<file path="src/rtl/multicycle_control_if.sv">
// multicycle_control_if: opcode/handshake inputs and control strobes exchanged
// between the multi-cycle control unit (master) and the datapath/memory (slave).
interface multicycle_control_if #(
  parameter int unsigned CNT_W = 32
);
  logic [6:0]       opcode;
  logic             mem_ready;
  logic             branch_taken;
  logic             mem_req;
  logic             mem_we;
  logic             addr_sel;
  logic             ir_write;
  logic             pc_write;
  logic             pc_src;
  logic             reg_write;
  logic [1:0]       alu_src_a;
  logic [1:0]       alu_src_b;
  logic [1:0]       aluop;
  logic [1:0]       data_to_reg_sel;
  logic [1:0]       jump;
  logic             instr_done;
  logic             trap;
  logic [1:0]       trap_cause;
  logic [3:0]       state_o;
  logic [CNT_W-1:0] instret;

  modport master (
    input  opcode, mem_ready, branch_taken,
    output mem_req, mem_we, addr_sel, ir_write, pc_write, pc_src, reg_write,
           alu_src_a, alu_src_b, aluop, data_to_reg_sel, jump,
           instr_done, trap, trap_cause, state_o, instret
  );

  modport slave (
    output opcode, mem_ready, branch_taken,
    input  mem_req, mem_we, addr_sel, ir_write, pc_write, pc_src, reg_write,
           alu_src_a, alu_src_b, aluop, data_to_reg_sel, jump,
           instr_done, trap, trap_cause, state_o, instret
  );
endinterface

</file>
<file path="src/rtl/multicycle_control.sv">
// multicycle_control: multi-cycle RISC-V control sequencer
// (FETCH -> DECODE -> EXEC -> [MEM] -> [WB]) sharing one memory port and one ALU.
// Memory waits are bounded by MEM_TIMEOUT; illegal opcodes and timeouts trap
// until reset. Optional retired-instruction counter: MULTICYCLE_CTRL_INSTRET_EN.
module multicycle_control #(
  parameter int unsigned MEM_TIMEOUT = 16,
  parameter int unsigned CNT_W       = 32
) (
  input logic                  clk,
  input logic                  rst,
  multicycle_control_if.master bus
);

  typedef enum logic [3:0] {
    S_FETCH  = 4'd0,
    S_DECODE = 4'd1,
    S_EXEC   = 4'd2,
    S_MEM    = 4'd3,
    S_WB     = 4'd4,
    S_TRAP   = 4'd5
  } state_e;

  localparam logic [6:0] OP_LOAD   = 7'd3;
  localparam logic [6:0] OP_IMM    = 7'd19;
  localparam logic [6:0] OP_AUIPC  = 7'd23;
  localparam logic [6:0] OP_STORE  = 7'd35;
  localparam logic [6:0] OP_REG    = 7'd51;
  localparam logic [6:0] OP_LUI    = 7'd55;
  localparam logic [6:0] OP_BRANCH = 7'd99;
  localparam logic [6:0] OP_JALR   = 7'd103;
  localparam logic [6:0] OP_JAL    = 7'd111;

  // Last wait count before a timeout: the trap fires when this waiting cycle
  // would bring the count up to MEM_TIMEOUT.
  localparam logic [7:0] TO_LAST = 8'(MEM_TIMEOUT - 1);

  state_e     state_q, state_d;
  logic [7:0] wait_q, wait_d;
  logic [1:0] cause_q, cause_d;

  // State, wait counter and trap cause registers.
  always_ff @(posedge clk) begin
    if (rst) begin
      state_q <= S_FETCH;
      wait_q  <= '0;
      cause_q <= '0;
    end else begin
      state_q <= state_d;
      wait_q  <= wait_d;
      cause_q <= cause_d;
    end
  end

  // Next-state and output decode. The wait counter defaults to zero so it is
  // already clear on entry to FETCH or MEM; it only counts while waiting.
  // Everything stays 0 while rst is high, which also aborts a pending retire.
  always_comb begin
    state_d             = state_q;
    wait_d              = '0;
    cause_d             = cause_q;
    bus.mem_req         = 1'b0;
    bus.mem_we          = 1'b0;
    bus.addr_sel        = 1'b0;
    bus.ir_write        = 1'b0;
    bus.pc_write        = 1'b0;
    bus.pc_src          = 1'b0;
    bus.reg_write       = 1'b0;
    bus.alu_src_a       = 2'b00;
    bus.alu_src_b       = 2'b00;
    bus.aluop           = 2'b00;
    bus.data_to_reg_sel = 2'b00;
    bus.jump            = 2'b00;
    bus.instr_done      = 1'b0;
    bus.trap            = 1'b0;
    bus.trap_cause      = 2'b00;
    bus.state_o         = 4'd0;
    if (!rst) begin
      bus.state_o = state_q;
      case (state_q)
        S_FETCH: begin
          bus.mem_req = 1'b1;
          if (bus.mem_ready) begin
            bus.ir_write = 1'b1;
            bus.pc_write = 1'b1;
            state_d      = S_DECODE;
          end else if (wait_q == TO_LAST) begin
            state_d = S_TRAP;
            cause_d = 2'b10;
          end else begin
            wait_d = wait_q + 8'd1;
          end
        end
        S_DECODE: begin
          case (bus.opcode)
            OP_IMM, OP_REG, OP_LOAD, OP_STORE, OP_JAL,
            OP_JALR, OP_LUI, OP_AUIPC, OP_BRANCH: state_d = S_EXEC;
            default: begin
              state_d = S_TRAP;
              cause_d = 2'b01;
            end
          endcase
        end
        S_EXEC: begin
          case (bus.opcode)
            OP_REG: begin
              bus.alu_src_a = 2'b01;
              bus.aluop     = 2'b10;
              state_d       = S_WB;
            end
            OP_IMM: begin
              bus.alu_src_a = 2'b01;
              bus.alu_src_b = 2'b01;
              bus.aluop     = 2'b10;
              state_d       = S_WB;
            end
            OP_LOAD, OP_STORE: begin
              bus.alu_src_a = 2'b01;
              bus.alu_src_b = 2'b01;
              state_d       = S_MEM;
            end
            OP_BRANCH: begin
              bus.alu_src_a  = 2'b01;
              bus.aluop      = 2'b01;
              bus.jump       = 2'b01;
              bus.pc_write   = bus.branch_taken;
              bus.pc_src     = bus.branch_taken;
              bus.instr_done = 1'b1;
              state_d        = S_FETCH;
            end
            OP_JAL, OP_JALR: begin
              bus.alu_src_a  = (bus.opcode == OP_JAL) ? 2'b10 : 2'b01;
              bus.alu_src_b  = 2'b01;
              bus.jump       = (bus.opcode == OP_JAL) ? 2'b01 : 2'b11;
              bus.pc_write   = 1'b1;
              bus.pc_src     = 1'b1;
              bus.reg_write  = 1'b1;
              bus.instr_done = 1'b1;
              state_d        = S_FETCH;
            end
            OP_LUI: state_d = S_WB;
            OP_AUIPC: begin
              bus.alu_src_a = 2'b10;
              bus.alu_src_b = 2'b01;
              bus.jump      = 2'b10;
              state_d       = S_WB;
            end
            default: begin
              // Opcode changed under a decoded instruction: treat as illegal.
              state_d = S_TRAP;
              cause_d = 2'b01;
            end
          endcase
        end
        S_MEM: begin
          bus.mem_req  = 1'b1;
          bus.addr_sel = 1'b1;
          bus.mem_we   = (bus.opcode == OP_STORE);
          if (bus.mem_ready) begin
            if (bus.opcode == OP_STORE) begin
              bus.instr_done = 1'b1;
              state_d        = S_FETCH;
            end else begin
              state_d = S_WB;
            end
          end else if (wait_q == TO_LAST) begin
            state_d = S_TRAP;
            cause_d = 2'b10;
          end else begin
            wait_d = wait_q + 8'd1;
          end
        end
        S_WB: begin
          bus.reg_write  = 1'b1;
          bus.instr_done = 1'b1;
          case (bus.opcode)
            OP_LUI:  bus.data_to_reg_sel = 2'b10;
            OP_LOAD: bus.data_to_reg_sel = 2'b11;
            default: bus.data_to_reg_sel = 2'b01;
          endcase
          state_d = S_FETCH;
        end
        S_TRAP: begin
          bus.trap       = 1'b1;
          bus.trap_cause = cause_q;
        end
        default: state_d = S_FETCH;
      endcase
    end
  end

`ifdef MULTICYCLE_CTRL_INSTRET_EN
  logic [CNT_W-1:0] instret_q, instret_d;

  // Retired-instruction count; instr_done is already 0 in TRAP and under rst.
  always_comb begin
    instret_d = instret_q + CNT_W'(bus.instr_done);
  end

  // Retired-instruction counter register.
  always_ff @(posedge clk) begin
    if (rst) instret_q <= '0;
    else     instret_q <= instret_d;
  end

  assign bus.instret = rst ? '0 : instret_q;
`else
  assign bus.instret = '0;
`endif

endmodule

</file>
<file path="src/flat_wrapper.sv">
// flat-port wrapper written by rule: the top's interface ports become plain ports
module multicycle_control_flat 
#(
  parameter int unsigned MEM_TIMEOUT = 16,
  parameter int unsigned CNT_W       = 32
)
  (clk, rst, bus_opcode, bus_mem_ready, bus_branch_taken, bus_mem_req, bus_mem_we, bus_addr_sel, bus_ir_write, bus_pc_write, bus_pc_src, bus_reg_write, bus_alu_src_a, bus_alu_src_b, bus_aluop, bus_data_to_reg_sel, bus_jump, bus_instr_done, bus_trap, bus_trap_cause, bus_state_o, bus_instret);
  multicycle_control_if #(.CNT_W(CNT_W)) bus_i ();
  input logic clk;
  input logic rst;
  input wire logic [$bits(bus_i.opcode)-1:0] bus_opcode;
  input wire logic [$bits(bus_i.mem_ready)-1:0] bus_mem_ready;
  input wire logic [$bits(bus_i.branch_taken)-1:0] bus_branch_taken;
  output wire logic [$bits(bus_i.mem_req)-1:0] bus_mem_req;
  output wire logic [$bits(bus_i.mem_we)-1:0] bus_mem_we;
  output wire logic [$bits(bus_i.addr_sel)-1:0] bus_addr_sel;
  output wire logic [$bits(bus_i.ir_write)-1:0] bus_ir_write;
  output wire logic [$bits(bus_i.pc_write)-1:0] bus_pc_write;
  output wire logic [$bits(bus_i.pc_src)-1:0] bus_pc_src;
  output wire logic [$bits(bus_i.reg_write)-1:0] bus_reg_write;
  output wire logic [$bits(bus_i.alu_src_a)-1:0] bus_alu_src_a;
  output wire logic [$bits(bus_i.alu_src_b)-1:0] bus_alu_src_b;
  output wire logic [$bits(bus_i.aluop)-1:0] bus_aluop;
  output wire logic [$bits(bus_i.data_to_reg_sel)-1:0] bus_data_to_reg_sel;
  output wire logic [$bits(bus_i.jump)-1:0] bus_jump;
  output wire logic [$bits(bus_i.instr_done)-1:0] bus_instr_done;
  output wire logic [$bits(bus_i.trap)-1:0] bus_trap;
  output wire logic [$bits(bus_i.trap_cause)-1:0] bus_trap_cause;
  output wire logic [$bits(bus_i.state_o)-1:0] bus_state_o;
  output wire logic [$bits(bus_i.instret)-1:0] bus_instret;
  assign bus_i.opcode = bus_opcode;
  assign bus_i.mem_ready = bus_mem_ready;
  assign bus_i.branch_taken = bus_branch_taken;
  assign bus_mem_req = bus_i.mem_req;
  assign bus_mem_we = bus_i.mem_we;
  assign bus_addr_sel = bus_i.addr_sel;
  assign bus_ir_write = bus_i.ir_write;
  assign bus_pc_write = bus_i.pc_write;
  assign bus_pc_src = bus_i.pc_src;
  assign bus_reg_write = bus_i.reg_write;
  assign bus_alu_src_a = bus_i.alu_src_a;
  assign bus_alu_src_b = bus_i.alu_src_b;
  assign bus_aluop = bus_i.aluop;
  assign bus_data_to_reg_sel = bus_i.data_to_reg_sel;
  assign bus_jump = bus_i.jump;
  assign bus_instr_done = bus_i.instr_done;
  assign bus_trap = bus_i.trap;
  assign bus_trap_cause = bus_i.trap_cause;
  assign bus_state_o = bus_i.state_o;
  assign bus_instret = bus_i.instret;
  multicycle_control #(.MEM_TIMEOUT(MEM_TIMEOUT), .CNT_W(CNT_W)) u_core (.clk(clk), .rst(rst), .bus(bus_i));
endmodule
</file>
<file path="config.mk">
export PLATFORM = sky130hd
export DESIGN_NAME = multicycle_control_flat
export DESIGN_NICKNAME = d
export VERILOG_FILES = /design/src/rtl/multicycle_control_if.sv /design/src/rtl/multicycle_control.sv /design/src/flat_wrapper.sv
export SDC_FILE = /design/constraint.sdc
export NUM_CORES = 1
export LEC_CHECK = 0
export ABC_AREA = 1
export BUFFER_PORTS_ARGS = -buffer_cell sky130_fd_sc_hd__buf_4
export CORE_ASPECT_RATIO = 0.9
export CORE_MARGIN = 1
export CORE_UTILIZATION = 40
export CTS_BUF_LIST = sky130_fd_sc_hd__clkbuf_16
export DETAILED_ROUTE_END_ITERATION = 7
export GPL_TIMING_DRIVEN = 0
export PLACE_DENSITY = 0.74
export SYNTH_ARGS = -nofsm -noshare
export SYNTH_HDL_FRONTEND = slang
export SYNTH_SLANG_ARGS = --single-unit
</file>
<file path="constraint.sdc">
create_clock -name clk -period 4.3 [get_ports clk]
set_clock_uncertainty 0.05 [all_clocks]
set_input_delay 0.215 -clock clk [delete_from_list [all_inputs] [get_ports clk]]
set_output_delay 0.215 -clock clk [all_outputs]
set_load 0.02 [all_outputs]
</file>
==> metrics.yaml <==
outcome:
  status: "finished clean"
setup_path:
  critPathMaxFanout: 4
  r2r-end: "u_core.wait_q[2]$_SDFF_PP0_"
  cp-start-kind: "register"
  cp-end-kind: "output pin"
  reg2reg_depth: 8
  cp_top_family: "simple AND/OR/NAND/NOR gates"
  crit_arrival_ns: 1.63
  critical_path_buf_inv_count: 2
  crit_cells: 9
  r2r-start: "u_core.wait_q[0]$_SDFF_PP0_"
  slowest_delay_ns: 0.32
  worstSetupPathType: "reg -> out"
  path_cells: "inv_2 > nand2_2 > nor2_4 > nand2_2 > nor2_4 > nand3_2 > a21oi_2 > or2_1 > buf_4"
  worst_path_max_delay_cell: "dfxtp_1"
  worstPathRequired_ns: 4.03
  rrSetupSlack_ns: 2.75
synth:
  synth-seq-area-share_pct: 22.0
  yosys_warnings: 0
  yosys.area.top_type: "dfxtp_1"
  synthFlopType: "dfxtp_1"
  synth_edf_count: 0
  synth_common_cells: "nand2_1 (36), buf_4 (33), inv_1 (24), nor2_1 (23), nand3_1 (15)"
  synth_top_area_share_pct: 22.0
  syn_area_mm2: 0.00127
  async_flop_share_pct: 0
  yosys-top-cells-area: "dfxtp_1 (22%), buf_4 (19%), nand2_1 (11%), inv_1 (7.1%), nor2_1 (6.8%)"
  synth_cell_types: 28
  synth_seq_cells: 14
  avgSynthCellArea_um2: 6.31
  synth_most_common_cell: "nand2_1"
  synth_cells: 202
cells_and_area:
  multiInputGateArea_um2: 746
  final_layout_size_suffix_gt1_share_pct: 34.1
  design_area_mm2: 0.00179
  antennaDiodeCount: 0
  areaGrowthSynthToFinish_pct: 40.0
  layoutNonFillerInstCount: 315
  register_area_um2: 280
  fill_cells: 304
  nets: 286
placement:
  place.gp.congestion: 0.821
  place_area_mm2: 0.00171
  io_buffers: 34
  dp.cells: 311
  dp_hpwl_mm: 2.29
power:
  total_power_uw: 404
  power.leakage_nw: 0.990
  power_density_mw_per_mm2: 226
  vdd_drop_max_v: 0.000172
hold_path:
  min_to: "u_core.state_q[1]$_SDFFE_PP0P_"
  holdPathStages: 4
  min_from: "bus_mem_ready"
  hold_class: "in -> reg"
timing:
  fin_setup_tns_ns: 0
  finalHoldViolCount: 0
  drv_slew: 0
  period_share_pct: 44.0
  fin_crit_ns: 1.89
  rsz0062_at_grt: "no"
  fmaxAchievable_ghz: 0.529
  setup_viol: 0
clock_tree:
  clock-sinks: 14
  cts.clk_slew.worst_paths_ns: 0.04
  post_cts_resized: 0
  postCtsSetupBuffers: 0
  root_buffer: "clkbuf_16"
  cts_hold_buf: 0
  htreeDepth: 1
  insertion_delay_ns: 0.24
  clockBufferDepth: 2
  cts_buffers: 3
  cts_tree: "done"
grt:
  grt-ovfl-total: 0
  grt_pass1_wl_mm: 4.22
  first_global_vias: 1020
  antenna_found_initial: 0
  grt_usage_pct: 15.8
  grt_max_degree: 11
floorplan:
  die_w_um: 61.5
  rows: 19
  start_util_pct: 41.9
  fp.coreArea_mm2: 0.00304
  pin_count: 68
  die_area_mm2: 0.00342
  die_y_um: 55.6
drt:
  routed_wl_mm: 2.68
  first_iter_violations: 54
  wl_per_cell_um: 8.50
  antenna_left: 0
  drt_first_pass_iters: 4
  drc: 0
  vias: 1345
  vias_per_cell: 4.27
job:
  maxCapViolations: 0
layer usage:
metal	part of all wire (%)	GRT usage, %	routed length, µm
met1	46	24.2	1220
met2	43	22.6	1160
met3	11	2.81	291
met4	0	3.81	0
met5	0	0	0
report_power, final:
group	internal, mW	switching (mW)	total, mW	leakage, nW
combinational	0.0378	0.0591	0.0969	0.838
clock	0.123	0.0499	0.172	0.0385
sequential	0.133	0.00198	0.135	0.114
logic make-up (layout without fill, tap and decap cells):
family                   after synthesis  count (layout)  share of synthesized area [%]
AO/OA/AOI/OAI                         16              16                           7.56
adder cells (fa/ha/maj)                1               1                          0.981
XOR/XNOR                               3               3                           2.06
other                                  1              34                          0.294
flip-flops                            14              14                           22.0
AND/OR/NAND/NOR                      101             101                           37.9
buffers and inverters                 66             104                           29.2
stage by stage:
stage | worst slack, ns | util [%] | hold WS [ns]
global route | 2.32 | 58.7 | 0.403
floorplan | 2.63 | - | 0.380
CTS | 2.41 | 58.7 | 0.349
global placement | 2.64 | 56.1 | 0.392
detailed placement | 2.64 | 56.1 | 0.405
finish | 2.41 | 58.7 | 0.367
state kept, by name, summed over array words and instances, names as in the netlist:
name,cells
u_core.cause_q,2
u_core.state_q,4
u_core.wait_q,8
worst max path at each step:
| stage | from | to | slack [ns] |
|---|---|---|---|
| 4_1_cts | u_core.state_q[3]$_SDFFE_PP0P_ | bus_pc_write | 2.41 |
| 2_1_floorplan | u_core.state_q[3]$_SDFFE_PP0P_ | bus_pc_write | 2.63 |
| 3_5_place_dp | bus_opcode[4] | bus_pc_write | 2.64 |
| 5_1_grt | u_core.state_q[3]$_SDFFE_PP0P_ | bus_pc_write | 2.32 |
| 3_3_place_gp | bus_opcode[4] | bus_pc_write | 2.64 |
| 6_report | u_core.state_q[3]$_SDFFE_PP0P_ | bus_pc_write | 2.41 |
worst min-delay path, cell delays in order:
cell	delay [ns]
buf_4	0.09
inv_1	0.07
nand3b_1	0.11
a31oi_1	0.10
layout make-up:
type / count / area share (%)
Multi-Input combinational cell: 155 / 41.8
Sequential cell: 14 / 15.7
Timing Repair Buffer: 34 / 14.3
Buffer: 34 / 14.2
Inverter: 32 / 6.73
Clock buffer: 3 / 4.20
Tap cell: 42 / 2.94
Clock inverter: 1 / 0.210
placed cells by master, fill, tap and decap left out, types with 2 or more instances in the layout:
| cell type | n |
|---|---|
| clkbuf_16 | 3 |
| nand2_2 | 5 |
| dfxtp_1 | 14 |
| nand4_1 | 5 |
| a21oi_2 | 2 |
| o21ai_0 | 2 |
| a31oi_1 | 2 |
| nor2_4 | 2 |
| nor3_1 | 7 |
| xor2_1 | 2 |
| nand2_1 | 36 |
| inv_1 | 24 |
| a21oi_1 | 8 |
| nor3_2 | 3 |
| nor2_1 | 23 |
| buf_4 | 67 |
| nand3_1 | 15 |
| inv_2 | 8 |
| conb_1 | 34 |
(Power assumes the default switching activity.)
